File: config.mk
export PLATFORM = sky130hd
export DESIGN_NAME = i2c_eeprom_cmd_sequencer
export DESIGN_NICKNAME = d
export VERILOG_FILES = /design/src/rtl/i2c_seq_pkg.sv /design/src/rtl/i2c_seq_cycle_timer.sv /design/src/rtl/i2c_eeprom_cmd_sequencer.sv
export SDC_FILE = /design/constraint.sdc
export NUM_CORES = 1
export LEC_CHECK = 0
export CORE_MARGIN = 2
export CORE_UTILIZATION = 35
export DETAILED_ROUTE_END_ITERATION = 6
export GPL_TIMING_DRIVEN = 0
export HOLD_SLACK_MARGIN = 0.05
export PLACE_DENSITY = 0.65
export SETUP_SLACK_MARGIN = 0.5
export SKIP_LAST_GASP = 1
export SYNTH_ARGS = -nofsm -noshare
export SYNTH_HDL_FRONTEND = slang
export SYNTH_SLANG_ARGS = --single-unit
File: constraint.sdc
create_clock -name clk -period 61.7 [get_ports clk]
set_input_delay 12.34 -clock clk [delete_from_list [all_inputs] [get_ports clk]]
set_output_delay 12.34 -clock clk [all_outputs]
set_load 0.005 [all_outputs]
File: src/rtl/i2c_seq_pkg.sv
// Shared types for the 24C256 command sequencer: FSM states, EEPROM page
// size and the byte-lane mapping used for both write packing and read unpacking.
package i2c_seq_pkg;

    typedef enum logic [3:0] {
        S_IDLE,
        S_FILL,
        S_LAUNCH,
        S_WAIT_BUSY,
        S_WAIT_DONE,
        S_CHECK,
        S_BACKOFF,
        S_WR_WAIT,
        S_DRAIN
    } seq_state_e;

    localparam int PAGE_BYTES = 64;

    // LSB position of bus byte k inside the master's data word; byte 0 is
    // first on the wire and sits in the most significant used lane.
    function automatic int lane_lsb(input int nbytes, input int k);
        return 8 * (nbytes - 1 - k);
    endfunction

endpackage

File: src/rtl/i2c_seq_cycle_timer.sv
// Loadable down-counter with a one-cycle expire pulse. A load always wins
// and cancels any countdown (and pending pulse) already in progress.
module i2c_seq_cycle_timer
    import i2c_seq_pkg::*;
#(
    parameter int W = 16
) (
    input  logic         clk,
    input  logic         reset,
    input  logic         load,
    input  logic [W-1:0] load_val,
    output logic         expire
);

    logic [W-1:0] cnt_q, cnt_d;
    logic         expire_q, expire_d;

    // Next count: reload, or decrement toward zero and flag the last step.
    always_comb begin
        cnt_d    = cnt_q;
        expire_d = 1'b0;
        if (load) begin
            cnt_d = load_val;
        end else if (cnt_q != '0) begin
            cnt_d    = cnt_q - 1'b1;
            expire_d = (cnt_q == W'(1));
        end
    end

    // Counter and pulse registers.
    always_ff @(posedge clk or posedge reset) begin
        if (reset) begin
            cnt_q    <= '0;
            expire_q <= 1'b0;
        end else begin
            cnt_q    <= cnt_d;
            expire_q <= expire_d;
        end
    end

    assign expire = expire_q;

endmodule

File: src/rtl/i2c_eeprom_cmd_sequencer.sv
// Host-side command sequencer for the 24C256 I2C master: collects a write
// burst or a read request, launches the master, retries on NACK, enforces
// tWR and streams read bytes back. Optional 64-byte page-crossing rejection
// is built when I2C_SEQ_PAGE_CHECK_EN is defined.
module i2c_eeprom_cmd_sequencer
    import i2c_seq_pkg::*;
#(
    parameter int         NBYTES         = 16,
    parameter logic [6:0] DEV_ADDR       = 7'h50,
    parameter int         MAX_RETRY      = 3,
    parameter int         ACCEPT_TIMEOUT = 64,
    parameter int         WR_CYCLE_CLKS  = 1000
) (
    input  logic         clk,
    input  logic         reset,
    input  logic         cmd_valid,
    output logic         cmd_ready,
    input  logic         cmd_rw,
    input  logic [15:0]  cmd_addr,
    input  logic         wr_valid,
    output logic         wr_ready,
    input  logic [7:0]   wr_byte,
    output logic         rd_valid,
    input  logic         rd_ready,
    output logic [7:0]   rd_byte,
    output logic         busy,
    output logic         err,
    output logic [1:0]   retry_cnt,
    output logic         m_enable,
    output logic         m_rw,
    output logic [6:0]   m_addr,
    output logic [7:0]   m_port_addr_f,
    output logic [7:0]   m_port_addr_s,
    output logic [255:0] m_data_in,
    input  logic         m_done,
    input  logic         m_err,
    input  logic [255:0] m_data_out
);

    localparam int         TMR_W = 16;
    localparam logic [5:0] KLAST = 6'(NBYTES - 1);

    seq_state_e   state_q, state_d;
    logic [5:0]   k_q, k_d;
    logic [255:0] data_q, data_d;
    logic [255:0] rd_buf_q, rd_buf_d;
    logic [7:0]   rd_byte_q, rd_byte_d;
    logic         err_q, err_d;
    logic [1:0]   retry_q, retry_d;
    logic         m_rw_q, m_rw_d;
    logic [7:0]   addr_f_q, addr_f_d;
    logic [7:0]   addr_s_q, addr_s_d;
    logic         m_done_q;
    logic         cmd_ready_q, cmd_ready_d;
    logic         wr_ready_q, wr_ready_d;
    logic         rd_valid_q, rd_valid_d;
    logic         busy_q, busy_d;
    logic         m_enable_q, m_enable_d;

    logic             tmr_load;
    logic [TMR_W-1:0] tmr_val;
    logic             tmr_expire;

    i2c_seq_cycle_timer #(.W(TMR_W)) u_timer (
        .clk      (clk),
        .reset    (reset),
        .load     (tmr_load),
        .load_val (tmr_val),
        .expire   (tmr_expire)
    );

    // Next-state, datapath updates and registered-output decode.
    always_comb begin
        state_d   = state_q;
        k_d       = k_q;
        data_d    = data_q;
        rd_buf_d  = rd_buf_q;
        rd_byte_d = rd_byte_q;
        err_d     = err_q;
        retry_d   = retry_q;
        m_rw_d    = m_rw_q;
        addr_f_d  = addr_f_q;
        addr_s_d  = addr_s_q;

        case (state_q)
            S_IDLE: begin
                if (cmd_ready_q && cmd_valid) begin
                    m_rw_d   = cmd_rw;
                    addr_f_d = cmd_addr[15:8];
                    addr_s_d = cmd_addr[7:0];
                    err_d    = 1'b0;
                    retry_d  = '0;
                    k_d      = '0;
                    state_d  = cmd_rw ? S_LAUNCH : S_FILL;
`ifdef I2C_SEQ_PAGE_CHECK_EN
                    // A burst that would wrap inside the EEPROM page is refused outright.
                    if (int'(cmd_addr[5:0]) + NBYTES > PAGE_BYTES) begin
                        err_d   = 1'b1;
                        state_d = S_IDLE;
                    end
`endif
                end
            end
            S_FILL: begin
                if (wr_ready_q && wr_valid) begin
                    data_d[lane_lsb(NBYTES, int'(k_q)) +: 8] = wr_byte;
                    if (k_q == KLAST) begin
                        k_d     = '0;
                        state_d = S_LAUNCH;
                    end else begin
                        k_d = k_q + 6'd1;
                    end
                end
            end
            S_LAUNCH: state_d = S_WAIT_BUSY;
            S_WAIT_BUSY: begin
                if (!m_done) begin
                    state_d = S_WAIT_DONE;
                end else if (tmr_expire) begin
                    err_d   = 1'b1;
                    state_d = S_IDLE;
                end
            end
            S_WAIT_DONE: begin
                if (m_done && !m_done_q) state_d = S_CHECK;
            end
            S_CHECK: begin
                if (m_err) begin
                    if (int'(retry_q) < MAX_RETRY) begin
                        retry_d = retry_q + 2'd1;
                        state_d = S_BACKOFF;
                    end else begin
                        err_d   = 1'b1;
                        state_d = S_IDLE;
                    end
                end else if (m_rw_q) begin
                    rd_buf_d  = m_data_out;
                    rd_byte_d = m_data_out[lane_lsb(NBYTES, 0) +: 8];
                    k_d       = '0;
                    state_d   = S_DRAIN;
                end else begin
                    state_d = S_WR_WAIT;
                end
            end
            S_BACKOFF: begin
                if (tmr_expire) state_d = S_LAUNCH;
            end
            S_WR_WAIT: begin
                if (tmr_expire) state_d = S_IDLE;
            end
            S_DRAIN: begin
                if (rd_valid_q && rd_ready) begin
                    if (k_q == KLAST) begin
                        k_d     = '0;
                        state_d = S_IDLE;
                    end else begin
                        k_d       = k_q + 6'd1;
                        rd_byte_d = rd_buf_q[lane_lsb(NBYTES, int'(k_q) + 1) +: 8];
                    end
                end
            end
            default: state_d = S_IDLE;
        endcase

        // Outputs are registered copies of what the next state implies.
        cmd_ready_d = (state_d == S_IDLE);
        wr_ready_d  = (state_d == S_FILL);
        rd_valid_d  = (state_d == S_DRAIN);
        busy_d      = (state_d != S_IDLE);
        m_enable_d  = (state_d == S_LAUNCH) || (state_d == S_WAIT_BUSY);

        // The shared timer is armed on entry to each timed state.
        tmr_load = (state_d != state_q) &&
                   ((state_d == S_WAIT_BUSY) || (state_d == S_BACKOFF) || (state_d == S_WR_WAIT));
        tmr_val  = (state_d == S_WAIT_BUSY) ? TMR_W'(ACCEPT_TIMEOUT) : TMR_W'(WR_CYCLE_CLKS);
    end

    // State, datapath and output registers; reset aborts any transaction at once.
    always_ff @(posedge clk or posedge reset) begin
        if (reset) begin
            state_q     <= S_IDLE;
            k_q         <= '0;
            data_q      <= '0;
            rd_buf_q    <= '0;
            rd_byte_q   <= '0;
            err_q       <= 1'b0;
            retry_q     <= '0;
            m_rw_q      <= 1'b0;
            addr_f_q    <= '0;
            addr_s_q    <= '0;
            m_done_q    <= 1'b0;
            cmd_ready_q <= 1'b0;
            wr_ready_q  <= 1'b0;
            rd_valid_q  <= 1'b0;
            busy_q      <= 1'b0;
            m_enable_q  <= 1'b0;
        end else begin
            state_q     <= state_d;
            k_q         <= k_d;
            data_q      <= data_d;
            rd_buf_q    <= rd_buf_d;
            rd_byte_q   <= rd_byte_d;
            err_q       <= err_d;
            retry_q     <= retry_d;
            m_rw_q      <= m_rw_d;
            addr_f_q    <= addr_f_d;
            addr_s_q    <= addr_s_d;
            m_done_q    <= m_done;
            cmd_ready_q <= cmd_ready_d;
            wr_ready_q  <= wr_ready_d;
            rd_valid_q  <= rd_valid_d;
            busy_q      <= busy_d;
            m_enable_q  <= m_enable_d;
        end
    end

    assign cmd_ready     = cmd_ready_q;
    assign wr_ready      = wr_ready_q;
    assign rd_valid      = rd_valid_q;
    assign rd_byte       = rd_byte_q;
    assign busy          = busy_q;
    assign err           = err_q;
    assign retry_cnt     = retry_q;
    assign m_enable      = m_enable_q;
    assign m_rw          = m_rw_q;
    assign m_addr        = DEV_ADDR;
    assign m_port_addr_f = addr_f_q;
    assign m_port_addr_s = addr_s_q;
    assign m_data_in     = data_q;

endmodule
==> metrics.yaml, run 1 <==
placement:
  dp_cells: 4229
  placed_area_um2: 33100
  gp_congestion: 0.866
  post-dp-hpwl_mm: 73.3
  pre_cts_ws_ns: 46.42
  numPortBuffers: 576
sta:
  finalSetupTns_ns: 0
  hold_violations: 0
  finalCritPeriodShare: 0.238
  whs_ns: 0.467
  clock.fmax_ghz: 0.0680
  rsz0062_at_grt: "no"
  setup_slack_ns: 47.00
  finalCriticalPeriod_ns: 14.70
  clock_skew_ns: 0.0314
  slew_headroom: 0.184
  worst_slew_pin_slew_ns: 1.22
  slew_viol_final: 0
  setup_viol: 0
logic_synthesis:
  synthFlopType: "dfrtp_1"
  synthSimpleGateAreaFrac: 0.197
  async_reset_ff_frac: 1.00
  synth-adder-area-share: 0.00674
  synth_cell_type_count: 66
  avgSynthCellArea_um2: 9.68
  ys_warn_count: 0
  synth_top_family_by_area: "simple AND/OR/NAND/NOR gates"
  synth_edf_count: 0
  seq_area_frac_synth: 0.552
  synthXorXnorAreaFrac: 0.00708
  synthCells: 2685
  synth_area_um2: 26000
  synth-compound-area-share: 0.105
  synthMuxAreaShare: 0.0967
  ys_ff_latch: 573
floorplanning:
  rows: 99
  ios: 584
  die_h_um: 276
  die_w_um: 276
  die-area_um2: 76400
  core-area_um2: 73200
  start_util: 0.355
routing:
  dr.pass1.iters: 6
  routedWlPerCell_um: 22.2
  wl_mm: 96.4
  num_vias: 22787
  route.detailed.drc: 0
  via_per_inst: 5.24
  drtIter0Drc: 2073
  antenna_left: 0
layout:
  design_area_um2: 35300
  drive_above_1_share: 0.0813
  final_cells: 4349
  syn_to_final_growth_pct: 35.8
  fin_nets: 3640
  final_cell_mix: "1,005 x nand2_1, 576 x clkdlybuf4s50_1, 573 x dfrtp_1"
  final_common_cell: "nand2_1"
clocking:
  insertion_delay_ns: 0.63
  numCtsBuffers: 66
  cts_buffer_depth: 3
  cts-root-buf: "clkbuf_16"
  cts.sinks: 573
  clk_pin_slew_worst_paths_ns: 0.06
  ctsHoldBuffers: 0
  cts_resized: 0
  htreeDepth: 3
  cts_setup_buffers: 0
  cts_tree: "yes"
power_and_ir_drop:
  power_density_nw_per_um2: 36.0
  power.leakage_uw: 0.0158
  peakVddDrop_mv: 0.0219
critical_path:
  worstPathRequired_ns: 62.22
  worst_path_largest_cell_delay_ns: 0.98
  slowest_stage: "nor3_2"
  crit_arrival_ns: 15.22
  cp_max_fo: 8
  worstSetupPathType: "input port to register"
  worstSetupStartpointType: "input port"
  critPathCaptureType: "register"
  path_cells: "clkdlybuf4s50_1, nand2_1, nor2_2, and3_1, buf_4, nand3_1, nor3_2, mux2i_1"
global_routing:
  grt_pass1_wl_mm: 145
  grt_pass1_vias: 23120
  antenna_found_initial: 11
  grt_usage: 0.249
  grt-ovfl-total: 0
  grt_max_degree: 127
status:
  status: "completed"
job:
  drv_cap: 0
hold_path:
  hold_path.class: "register to register"
## where the power goes
part / switching [uW] / internal, uW
Clock: 169 / 229
Combinational: 196 / 156
Sequential: 54.4 / 466
## metrics by stage
step / utilization / total power [uW]
final: 0.482 / 1270
after global routing: 0.482 / 1340
after CTS: 0.482 / 1280
after detailed placement: 0.452 / 878
after global placement: 0.450 / 871
after floorplan: - / 721
## cell families after synthesis
family          Yosys count
buf+inv                 225
compound gates          465
other cells               2
fa+ha+maj                14
simple gates           1245
mux                     140
flops                   573
xor+xnor                 21
## critical path: cells and delay by family
family | cells | cell delay [ns]
buf+inv | 2 | 0.61
mux | 1 | 0.28
simple gates | 5 | 1.96
## routing by layer
metal  part of all wire  vias up  GRT usage
li1                   -    10381          -
met1               0.40    11230      0.312
met2               0.48      981      0.421
met3              0.078      187     0.0517
met4              0.039        8      0.103
met5            0.00048        -          0
## flip-flops by register name (all words and copies together) (netlist names), 2 cells and up
| register | count |
|---|---|
| k_q | 6 |
| u_timer.cnt_q | 16 |
| rd_buf_q | 256 |
| rd_byte | 8 |
| state_q | 4 |
| m_port_addr_s | 8 |
| retry_cnt | 2 |
| m_port_addr_f | 8 |
| m_data_in | 256 |
## final timing paths
kind,from,endpoint,slack (ns),depth (start not counted)
hold reg to reg,rd_buf_q[226]$_DFFE_PP0P_,rd_buf_q[226]$_DFFE_PP0P_,0.47,2
setup / recovery,wr_valid,m_data_in[135]$_DFFE_PP0P_,47.00,8
min in group asynchronous,reset,m_data_in[0]$_DFFE_PP0P_,12.32,2
hold / removal,rd_buf_q[226]$_DFFE_PP0P_,rd_buf_q[226]$_DFFE_PP0P_,0.47,2
max in group asynchronous,reset,rd_buf_q[214]$_DFFE_PP0P_,47.59,4
setup reg to reg,k_q[4]$_DFFE_PP0P_,m_data_in[114]$_DFFE_PP0P_,57.20,11
## synthesized netlist by cell type (all sizes together), types with 4 or more instances
| library cell | count | area (um2) |
|---|---|---|
| or3 | 7 | 48.8 |
| nand2 | 1006 | 3780 |
| nand3 | 43 | 228 |
| mux2 | 40 | 510 |
| nor4 | 7 | 43.8 |
| a22oi | 13 | 97.6 |
| xnor2 | 12 | 105 |
| inv | 27 | 101 |
| nor4b | 5 | 43.8 |
| clkbuf | 150 | 563 |
| nor2 | 87 | 329 |
| mux2i | 20 | 200 |
| ha | 14 | 175 |
| o31ai | 77 | 578 |
| o41ai | 24 | 210 |
| nor3 | 15 | 103 |
| nor2b | 4 | 25.0 |
| nand4 | 5 | 31.3 |
| dfrtp | 573 | 14300 |
| nand2b | 20 | 125 |
| buf | 48 | 258 |
| a21oi | 9 | 45.0 |
| o21ai | 319 | 1600 |
| or2 | 7 | 43.8 |
| nand3b | 5 | 37.5 |
| and3 | 14 | 87.6 |
| xor2 | 9 | 78.8 |
| mux4 | 80 | 1800 |
## cell type report
class / instances / area, um2
Antenna cell: 6 / 15.0
Buffer: 198 / 821
Clock buffer: 91 / 1890
Clock inverter: 23 / 300
Fill cell: 6959 / 37900
Inverter: 27 / 109
Multi-Input combinational cell: 1892 / 10800
Sequential cell: 573 / 14300
Tap cell: 959 / 1200
Timing Repair Buffer: 580 / 5880
Power figures use the tool's default switching activity.
==> inputs of run 2 (changes only) <==
--- a/config.mk
+++ b/config.mk
@@ -10,7 +10,7 @@
 export DETAILED_ROUTE_END_ITERATION = 6
 export GPL_TIMING_DRIVEN = 0
 export HOLD_SLACK_MARGIN = 0.05
-export PLACE_DENSITY = 0.65
+export PLACE_DENSITY = 0.67
 export SETUP_SLACK_MARGIN = 0.5
 export SKIP_LAST_GASP = 1
 export SYNTH_ARGS = -nofsm -noshare
==> constraint.sdc (replaced) <==
create_clock -name clk -period 12.8 [get_ports clk]
set_input_delay 2.56 -clock clk [delete_from_list [all_inputs] [get_ports clk]]
set_output_delay 2.56 -clock clk [all_outputs]
set_load 0.005 [all_outputs]
==> run 2 against run 1 <==
Effect of this change: sequential power rose to 4.8 times the previous value; sequential share of layout area fell by 0.16 points; count of clock-buffer cells in the layout up 2; clock skew is 0.0037 ns lower; register-to-register slack lost 49 ns; design area increased by 0.40%; via count is 0.89% higher; critical path depth is the same; flip-flop and latch count stayed put; final cell count rose by 0.23%; utilization is 0.19 points higher; critical path type unchanged.
==> metrics.yaml, run 2 (same netlist as run 1, synthesis figures left out) <==
status:
  status: "completed"
clocking:
  cts_setup_buffers: 0
  clk_pin_slew_worst_paths_ns: 0.06
  cts_resized: 0
  cts-root-buf: "clkbuf_16"
  numCtsBuffers: 66
  insertion_delay_ns: 0.61
  htreeDepth: 3
  cts_tree: "yes"
  cts.sinks: 573
  ctsHoldBuffers: 0
  cts_buffer_depth: 3
power_and_ir_drop:
  pwr-share-clk: 0.309
  comb_power_share: 0.280
  peakVddDrop_mv: 0.0848
  seqPwrFrac: 0.411
  power_switching_uw: 2020
  power_density_nw_per_um2: 172
  power.leakage_uw: 0.0159
  total_power_uw: 6110
  swShare: 0.331
  internal-power_uw: 4090
placement:
  numPortBuffers: 576
  gp_congestion: 0.898
  placed_area_um2: 33300
  dp_cells: 4240
  post-dp-hpwl_mm: 73.8
layout:
  drive_above_1_share: 0.0836
  final-seq-area_um2: 14300
  nFillCells: 6912
  multi_input_area_um2: 10700
  fin_nets: 3651
  final_common_cell: "nand2_1"
  final_cell_mix: "1,005 x nand2_1, 576 x clkdlybuf4s50_1, 573 x dfrtp_1"
  design_area_um2: 35400
  final_cells: 4359
  syn_to_final_growth_pct: 36.4
critical_path:
  worstSetupPathType: "input port to register"
  critPathCaptureType: "register"
  critPathBufInv: 2
  crit_arrival_ns: 5.55
  worstPathRequired_ns: 13.32
  reg2reg_depth: 10
  endpoint: "m_data_in[133]$_DFFE_PP0P_"
  reg2reg_slack_ns: 8.38
  path_cells: "clkdlybuf4s50_1, nand2_1, nor2_2, and3_1, buf_4, nand3_1, nor3_2, mux2i_1"
  cp_max_fo: 8
  slowest_stage: "nor3_2"
  worstSetupStartpointType: "input port"
  startpoint: "wr_valid"
  worst_path_largest_cell_delay_ns: 1.00
  cpLargestDelayFamily: "simple AND/OR/NAND/NOR gates"
  r2r_end: "m_data_in[133]$_DFFE_PP0P_"
  cp_num_cells: 8
  reg2reg_from: "k_q[4]$_DFFE_PP0P_"
hold_path:
  hold_path.class: "register to register"
  hold_depth: 2
  min-delay-start: "rd_buf_q[137]$_DFFE_PP0P_"
global_routing:
  grt_max_degree: 42
  grt_pass1_vias: 23126
  antenna_found_initial: 6
  grt-ovfl-total: 0
  grt_usage: 0.248
  grt_pass1_wl_mm: 144
routing:
  top_layer: "met5"
  routedWlPerCell_um: 22.0
  met2_length_mm: 47.5
  drtIter0Drc: 1804
  num_vias: 22990
  antenna_left: 0
  dr.pass1.iters: 6
  met1_length_mm: 36.8
  wl_mm: 95.8
  route.detailed.drc: 0
  dr_wl_met3_mm: 7.37
  via_per_inst: 5.27
sta:
  finalCriticalPeriod_ns: 5.03
  clock.fmax_ghz: 0.199
  clock_skew_ns: 0.0277
  slew_viol_final: 0
  hold_violations: 0
  worst_slew_pin_slew_ns: 1.22
  slew_headroom: 0.185
  setup_viol: 0
  finalCritPeriodShare: 0.393
  rsz0062_at_grt: "no"
  whs_ns: 0.469
  finalSetupTns_ns: 0
floorplanning:
  core-area_um2: 73200
  start_util: 0.355
  die-area_um2: 76400
  die_w_um: 276
  die_h_um: 276
  ios: 584
  rows: 99
job:
  drv_cap: 0
[run 2: worst reg2reg max path: cells and delay by family (launching register included)]
family | cells | cell delay (ns)
flip-flops | 1 | 0.41
AO/OA/AOI/OAI | 1 | 0.39
buffers and inverters | 3 | 0.68
AND/OR/NAND/NOR | 3 | 1.65
adder cells (fa/ha/maj) | 2 | 0.91
multiplexers | 1 | 0.30
[run 2: power by group through the flow]
stage	Sequential, uW	Combinational, uW	Clock [uW]
2_1_floorplan	2460	1020	0
5_1_grt	2560	1870	2000
4_1_cts	2510	1720	1920
3_3_place_gp	2520	1670	0
6_report	2510	1710	1890
3_5_place_dp	2530	1710	0
[run 2: routing by layer]
metal,track usage,up-vias
met1,0.303,11314
met3,0.0483,198
met4,0.107,4
met2,0.426,1064
li1,-,10410
met5,0,-
[run 2: area by class of cell]
class,count,share of cell area
antenna,4,0.000282
tap,959,0.0339
buffer,198,0.0232
inverter,27,0.00297
sequential,573,0.405
clock inverter,22,0.00734
multi-input combinational,1892,0.303
clock buffer,93,0.0534
timing repair buffer,591,0.171
[run 2: metrics by stage]
stage | utilization | setup WS (ns)
2_1_floorplan | - | 2.43
3_3_place_gp | 0.450 | -1.49
3_5_place_dp | 0.455 | 7.20
4_1_cts | 0.484 | 7.84
5_1_grt | 0.484 | 7.68
6_report | 0.484 | 7.77
[run 2: how the worst min path moves through the flow]
stage | to | slack [ns]
after floorplan | rd_buf_q[0]$_DFFE_PP0P_ | 0.44
after global placement | rd_buf_q[139]$_DFFE_PP0P_ | 0.45
after detailed placement | rd_buf_q[137]$_DFFE_PP0P_ | 0.46
after CTS | rd_buf_q[137]$_DFFE_PP0P_ | 0.47
after global routing | rd_buf_q[198]$_DFFE_PP0P_ | 0.49
final | rd_buf_q[137]$_DFFE_PP0P_ | 0.47
==> inputs of run 3 (changes only) <==
==> constraint.sdc (replaced) <==
create_clock -name clk -period 4 [get_ports clk]
set_input_delay 0.8 -clock clk [delete_from_list [all_inputs] [get_ports clk]]
set_output_delay 0.8 -clock clk [all_outputs]
set_load 0.005 [all_outputs]
==> run 3 against run 2 <==
Effect of this change: utilization grew 0.77 points; count of clock-buffer cells in the layout unchanged; sequential power rose to 3.2 times the previous value; critical endpoint is now m_data_in[57]$_DFFE_PP0P_.
==> metrics.yaml, run 3 (same netlist as run 1, synthesis figures left out) <==
critical_path:
  worstSetupPathType: "register to register"
  worstSetupStartpointType: "register"
  crit_arrival_ns: 3.94
  r2r_end: "m_data_in[57]$_DFFE_PP0P_"
  reg2reg_depth: 12
  worstPathRequired_ns: 4.51
  reg2reg_from: "k_q[4]$_DFFE_PP0P_"
  critPathCaptureType: "register"
  reg2reg_slack_ns: 0.56
  cp_max_fo: 8
floorplanning:
  start_util: 0.355
  die_h_um: 276
  ios: 584
  core-area_um2: 73200
  rows: 99
  die-area_um2: 76400
  die_w_um: 276
sta:
  worst_slew_pin_slew_ns: 1.25
  setup_viol: 0
  finalCritPeriodShare: 0.859
  clock.fmax_ghz: 0.291
  setup_slack_ns: 0.562
  finalSetupTns_ns: 0
  rsz0062_at_grt: "no"
  hold_violations: 0
  clock_skew_ns: 0.0250
  slew_headroom: 0.168
  slew_viol_final: 0
  finalCriticalPeriod_ns: 3.44
power_and_ir_drop:
  power.leakage_uw: 0.0162
  comb_power_share: 0.278
  internal-power_uw: 13400
  power_density_nw_per_um2: 554
  swShare: 0.327
  power_switching_uw: 6530
  peakVddDrop_mv: 0.260
  seqPwrFrac: 0.402
  pwr-share-clk: 0.321
layout:
  design_area_um2: 36000
  syn_to_final_growth_pct: 38.5
  final_common_cell: "nand2_1"
  final_util: 0.492
  final_cell_mix: "1,005 x nand2_1, 576 x clkdlybuf4s50_1, 573 x dfrtp_1"
  drive_above_1_share: 0.104
  fin_nets: 3669
global_routing:
  grt_pass1_vias: 23082
  grt_pass1_wl_mm: 144
  antenna_found_initial: 2
  grt-ovfl-total: 0
  grt_usage: 0.247
  grt_max_degree: 42
clocking:
  insertion_delay_ns: 0.62
  clk_pin_slew_worst_paths_ns: 0.06
  cts_buffer_depth: 3
  numCtsBuffers: 66
  htreeDepth: 3
  cts.sinks: 573
  cts_tree: "yes"
  cts-root-buf: "clkbuf_16"
placement:
  gp_congestion: 0.894
  post-dp-hpwl_mm: 73.4
  placed_area_um2: 33300
  pre_cts_ws_ns: -0.360
  numPortBuffers: 576
hold_path:
  min_to: "m_port_addr_f[2]$_DFFE_PP0P_"
  hold_depth: 2
  hold_path.class: "register to register"
  min-delay-start: "m_port_addr_f[2]$_DFFE_PP0P_"
routing:
  drtIter0Drc: 2077
  dr.pass1.iters: 5
  wl_mm: 95.7
  antenna_left: 0
  route.detailed.drc: 0
  met2_length_mm: 47.0
  top_layer: "met5"
  dr_wl_met3_mm: 7.11
  via_per_inst: 5.25
  routedWlPerCell_um: 21.9
  num_vias: 22960
  met1_length_mm: 37.6
job:
  drv_cap: 0
status:
  status: "completed"
## run 3: cell count changes in the layout (fill, tap and decap cells not counted), moves of 4 or more
| cell | change |
|---|---|
| buf_1 | -7 |
| o31ai_2 | +4 |
| buf_6 | +4 |
| nand3_2 | +6 |
| clkbuf_1 | -19 |
| clkbuf_2 | +19 |
| nand3_1 | -6 |
| buf_12 | +4 |
| clkinvlp_4 | +5 |
| bufinv_16 | +4 |
| buf_4 | +11 |
| ha_1 | -4 |
| o31ai_1 | -4 |
## run 3: routing by layer
metal,vias to the layer above,track usage
met4,2,0.102
li1,10446,-
met2,1037,0.422
met5,-,0
met1,11272,0.307
met3,203,0.0488
## run 3: power groups by stage
| stage | clock, uW | sequential, uW | combinational [uW] |
|---|---|---|---|
| CTS | 6480 | 8000 | 5550 |
| global route | 6740 | 8170 | 6040 |
| global placement | 0 | 8070 | 5350 |
| detailed placement | 0 | 8070 | 5490 |
| finish | 6400 | 8020 | 5540 |
| floorplan | 0 | 7870 | 3260 |
## run 3: worst max path at each step
| stage | start | endpoint | slack (ns) | cells after the start |
|---|---|---|---|---|
| after floorplan | reset | busy$_DFF_PP0_ | -4.61 | 1 |
| after global placement | reset | rd_buf_q[130]$_DFFE_PP0P_ | -8.48 | 2 |
| after detailed placement | k_q[4]$_DFFE_PP0P_ | m_data_in[117]$_DFFE_PP0P_ | -0.36 | 11 |
| after CTS | k_q[0]$_DFFE_PP0P_ | m_data_in[186]$_DFFE_PP0P_ | 0.49 | 13 |
| after global routing | k_q[4]$_DFFE_PP0P_ | m_data_in[56]$_DFFE_PP0P_ | 0.48 | 12 |
| final | k_q[4]$_DFFE_PP0P_ | m_data_in[57]$_DFFE_PP0P_ | 0.56 | 12 |
## run 3: worst max-delay path: stages (launching register included)
cell and delay [ns]:
dfrtp_1 0.38, buf_6 0.12, clkinvlp_4 0.15, ha_4 0.21
and3_1 0.20, ha_4 0.33, or4b_4 0.50, o22ai_4 0.28
buf_6 0.15, nand2_4 0.09, or3_4 0.43, buf_6 0.17
mux2_4 0.30
## run 3: through the flow
step / power [uW] / cells / hold WS [ns]
after CTS: 20000 / 4370 / 0.458
after global placement: 13400 / 4225 / 0.452
after detailed placement: 13600 / 4241 / 0.457
after floorplan: 11100 / 2690 / 0.440
final: 20000 / 4377 / 0.469
after global routing: 21000 / 4376 / 0.488
## run 3: final cells by class
cell class	count	area (um2)
repair buffers	608	6250
plain buffers	198	877
diodes	1	2.50
clock buffers	93	1910
multi-input cells	1893	10900
inverters	27	113
flip-flops and latches	573	14300
fillers	6735	37200
clock inverters	25	379
well taps	959	1200
## run 3: repair_timing
item,4_1_cts,5_1_grt
buffers inserted,10,5
setup endpoints to repair,264,264
hold buffers,0,0
gates cloned,1,0
resized for setup,34,46
pin swaps,7,7
